File: config.mk
export PLATFORM = sky130hd
export DESIGN_NAME = clocked_ripple_counter
export DESIGN_NICKNAME = d
export VERILOG_FILES = /design/src/rtl/clocked_ripple_counter_pkg.sv /design/src/rtl/clocked_ripple_counter_fall_detect.sv /design/src/rtl/clocked_ripple_counter.sv
export SDC_FILE = /design/constraint.sdc
export NUM_CORES = 1
export LEC_CHECK = 0
export BUFFER_PORTS_ARGS = -buffer_cell sky130_fd_sc_hd__buf_2
export CAP_MARGIN = 30
export CORE_AREA = 2 2 39 41
export DETAILED_ROUTE_END_ITERATION = 10
export DIE_AREA = 0 0 41 43
export GPL_TIMING_DRIVEN = 0
export HOLD_SLACK_MARGIN = 0.1
export PLACE_DENSITY = 0.57
export SYNTH_ARGS = -nofsm -noshare
export SYNTH_HDL_FRONTEND = slang
export SYNTH_HIERARCHICAL = 1
export SYNTH_SLANG_ARGS = --single-unit
File: constraint.sdc
create_clock -name CLK_DRV -period 1.52 [get_ports CLK_DRV]
set_input_delay 0.076 -clock CLK_DRV [delete_from_list [all_inputs] [get_ports CLK_DRV]]
set_output_delay 0.076 -clock CLK_DRV [all_outputs]
set_load 0.05 [all_outputs]
File: src/rtl/clocked_ripple_counter_pkg.sv
// Shared discrete-logic definitions for the falling-edge strobe convention.
// Active-low slow clocks idle high, so edge registers reset to this level.
package clocked_ripple_counter_pkg;

   localparam logic EDGE_IDLE = 1'b1;

endpackage

File: src/rtl/clocked_ripple_counter_fall_detect.sv
// Falling-edge strobe for a slow active-low clock sampled on CLK_DRV.
// FALL is combinational on the live input so it fires the first cycle the low level is seen.
module fall_detect
   import clocked_ripple_counter_pkg::*;
(
   input  logic CLK_DRV,
   input  logic RESET,
   input  logic IN_N,
   output logic FALL
);

   logic in_q;

   always_ff @(posedge CLK_DRV) begin
      if (RESET) in_q <= EDGE_IDLE;
      else       in_q <= IN_N;
   end

   assign FALL = in_q & ~IN_N;

endmodule

File: src/rtl/clocked_ripple_counter.sv
// 7493-style ripple counter emulated synchronously on CLK_DRV, publishing each
// bit as a level plus a one-cycle 1->0 strobe for downstream falling-edge flops.
module clocked_ripple_counter
   import clocked_ripple_counter_pkg::*;
#(
   parameter int WIDTH = 4,
   parameter bit SPLIT = 1'b0
)
(
   input  logic             CLK_DRV,
   input  logic             RESET,
   input  logic             CLK_N,
   input  logic             CLKB_N,
   input  logic             R0_1,
   input  logic             R0_2,
   output logic [WIDTH-1:0] Q,
   output logic [WIDTH-1:0] Q_FALL
);

   localparam int CNT_W = WIDTH;
   localparam int UP_W  = WIDTH - 1;

   typedef logic [CNT_W-1:0] cnt_t;
   typedef logic [UP_W-1:0]  up_t;

   cnt_t cnt;
   cnt_t cnt_nxt;
   cnt_t carry_fall;
   up_t  up_nxt;
   logic fall_a;
   logic fall_b;
   logic clr;
   logic clr_q;
   logic clr_onset;
   logic up_fall;
   logic up_step;
   logic ones_below;

   fall_detect u_fall_a (
      .CLK_DRV (CLK_DRV),
      .RESET   (RESET),
      .IN_N    (CLK_N),
      .FALL    (fall_a)
   );

   fall_detect u_fall_b (
      .CLK_DRV (CLK_DRV),
      .RESET   (RESET),
      .IN_N    (CLKB_N),
      .FALL    (fall_b)
   );

   assign clr       = R0_1 & R0_2;
   assign clr_onset = clr & ~clr_q;

   // In cascade mode the whole ripple from bit 0 into the upper section collapses into one cycle.
   assign up_fall = SPLIT ? fall_b : fall_a;
   assign up_step = SPLIT ? fall_b : (fall_a & cnt[0]);
   assign up_nxt  = cnt[WIDTH-1:1] + up_t'(up_step);

   always_comb begin
      carry_fall    = '0;
      ones_below    = SPLIT ? 1'b1 : cnt[0];
      carry_fall[0] = fall_a & cnt[0];
      for (int i = 1; i < WIDTH; i++) begin
         ones_below    = ones_below & cnt[i];
         carry_fall[i] = up_fall & ones_below;
      end
   end

   always_comb begin
      cnt_nxt = cnt;
      if (clr) begin
         cnt_nxt = '0;
      end else begin
         cnt_nxt[0]         = cnt[0] ^ fall_a;
         cnt_nxt[WIDTH-1:1] = up_nxt;
      end
   end

   always_ff @(posedge CLK_DRV) begin
      if (RESET) begin
         cnt   <= '0;
         clr_q <= 1'b0;
      end else begin
         cnt   <= cnt_nxt;
         clr_q <= clr;
      end
   end

   assign Q = (RESET | clr) ? '0 : cnt;

   // Clear onset reports every set bit falling; a held clear stays silent.
   always_comb begin
      Q_FALL = '0;
      if (!RESET) begin
         if (clr) Q_FALL = clr_onset ? cnt : '0;
         else     Q_FALL = carry_fall;
      end
   end

endmodule

==> results.tsv <==
metric	value	unit
min_path_type	in -> reg	
diodes	0	
vias	297	
crit_fanout	4	
min_period_over_period	93.5	%
yosys.area.top_type	dfxtp_1	
routed_wl	734	µm
grt_pass1_vias	316	
internal_power	0.000274	W
gr-total-overflow	0	
cts_tree	done	
cts_sinks	6	
fin_nets	65	
clk_pin_slew	0.05	ns
clock_latency	0.24	ns
synthCells	37	
holdWs	0.117	ns
power_leakage	0.221	nW
layout-drive-gt1-share	40.7	%
status	finished, final reports clean	
critical_path_class	reg -> reg	
cp.required	1.66	ns
die_h	43	µm
cts_root_buf	clkbuf_4	
p_per_area	784	nW/µm²
synthTopCellsByArea	dfxtp_1 35%, and2_1 16%, ha_1 11%, a21oi_2 7.7%, nand2b_1 5.5%	
max_slew_margin	70.8	%
crit_slowest_cell	dfxtp_1	
fin_tns_setup	0	ns
grt_start_max_net_pins	9	
numCtsBuffers	3	
p_comb_share	13.6	%
yosysSeqAreaShare	35.2	%
grt_first_pass_wirelength	1.30	mm
fin_cells	70	
finalWorstSetupSlack	0.0982	ns
synth_top_area_share	35.2	%
max_stage_delay	0.28	ns
ant_nets	0	
htreeDepth	1	
critPathArrivalTime	1.56	ns
p_clk_share	40.3	%
synth.distinct_cells	16	
port_buffers	12	
place_ws	0.0653	ns
postLayoutCoreUtil	33.7	%
fill_cells	156	
ys_ff_latch	6	
dp_cells	65	
die_x	41	µm
slew_violations	0	
die_area	1760	µm²
yosys_warnings	6	
hold_viol	0	
grt_usage	11.6	%
gp_congestion	0.672	
io_pins	14	
via_per_inst	4.24	
path_buf_inv	0	
cp-end-kind	register	
worst_slew_pin_slew	0.439	ns
rsz0062_at_grt	false	
cap_violations	0	
num_rows	14	
drc	0	
drt_iter0_markers	0	
critPathLaunchType	register	
synth_nets	46	
initial_core_util	24.7	%
post_drt_wl_per_cell	10.5	µm
power_switching	0.0000922	W
critical-path-top-delay-family	adder cells	
path_common_cell	ha_1	
synth_area_per_cell	9.23	µm²
cts_buffer_depth	2	
dr.pass1.iters	1	
period_minus_slack	1.42	ns
core_area	1380	µm²
irDropWorstVdd	275	µV
antenna_found_initial	0	
clock.fmax	703	MHz
crit_chain	and2b_2 -> ha_2 -> ha_1 -> ha_1 -> xor2_1 -> and2_1	
setup_viol	0	
syn_area	342	µm²
syn_to_final_growth	36.6	%
finClkSkew	0.00340	ns
seqPwrFrac	46.2	%
power_switching_share	25.2	%
-- kinds of logic after synthesis --
| group | after synthesis | share of synthesized area [%] |
|---|---|---|
| compound gates | 5 | 10.6 |
| xor+xnor | 1 | 2.56 |
| fa+ha+maj | 3 | 11.0 |
| flops | 6 | 35.2 |
| simple gates | 22 | 40.7 |
-- cell usage after synthesis, drive strengths merged --
library cell  instances
nor2                  1
nand4b                1
or2                   2
and2                  9
dfxtp                 6
a21oi                 5
nand4                 2
nand2                 2
ha                    3
and2b                 1
nand2b                3
nand3                 1
xor2                  1
-- registers in the layout, summed over array words and instances (netlist names) --
name / count
clr_q: 1
cnt: 4
u_fall_a/in_q: 1
-- timing repair --
action                     in CTS  in global routing
gates resized for setup         0                  1
buffers inserted                0                  0
setup endpoints to repair       0                  1
hold buffers                    2                  0
hold endpoints to repair        2                  0
-- per-stage QoR --
step,instance area (µm²),total power (W)
finish,467,0.000366
global route,467,0.000394
CTS,464,0.000377
detailed placement,422,0.000217
global placement,422,0.000217
floorplan,342,0.000200
-- final cells by class --
cell class / instances / area, µm² / share of cell area (%)
tap: 16 / 20.0 / 4.29
sequential: 6 / 120 / 25.7
clock buffer: 3 / 22.5 / 4.83
timing repair buffer: 14 / 80.1 / 17.2
multi-input combinational: 31 / 224 / 48.0
-- path summary, 6_finish.rpt --
kind,startpoint,to,slack [ns],cells after the start
worst max-delay path,u_fall_a/in_q$_SDFF_PP1_,cnt[3]$_SDFF_PP0_,0.1,6
worst min-delay path,RESET,u_fall_a/in_q$_SDFF_PP1_,0.12,2
worst max register to register,u_fall_a/in_q$_SDFF_PP1_,cnt[3]$_SDFF_PP0_,0.1,6
worst min register to register,cnt[3]$_SDFF_PP0_,cnt[3]$_SDFF_PP0_,0.61,2
-- power by group through the flow --
stage / logic (W) / clock network, W / registers (W)
floorplan: 0.0000302 / 0 / 0.000170
global placement: 0.0000453 / 0 / 0.000171
detailed placement: 0.0000454 / 0 / 0.000172
CTS: 0.0000501 / 0.000159 / 0.000168
global route: 0.0000560 / 0.000168 / 0.000169
finish: 0.0000496 / 0.000147 / 0.000169
-- worst reg2reg max path, delay by kind of cell, from the launching register on --
family / cells / cell delay (ns)
adders and majority gates: 3 / 0.54
and+or+nand+nor: 2 / 0.36
DFF: 1 / 0.28
xor gates and xnor gates: 1 / 0.13
-- cells in the final DEF (no fill, tap or decap), types with 2 or more instances in the layout --
cell           netlist  layout
a21oi_1              2       2
ha_1                 3       2
buf_2                0      12
nand4_1              2       2
clkbuf_4             0       3
nand2b_1             3       3
dfxtp_1              6       6
and2_1               9       9
dlygate4sd3_1        0       2
a21oi_2              3       3
-- per-layer routing --
metal  wire, µm  share of wire [%]  vias up  GRT usage, %
met5          0                  0        -             0
met4         14                1.9        0          12.0
met3         30                4.1        2          3.14
met2        359                 49        6          14.4
met1        329                 45      128          14.6
li1           -                  -      161             -
(Power assumes the default switching activity.)
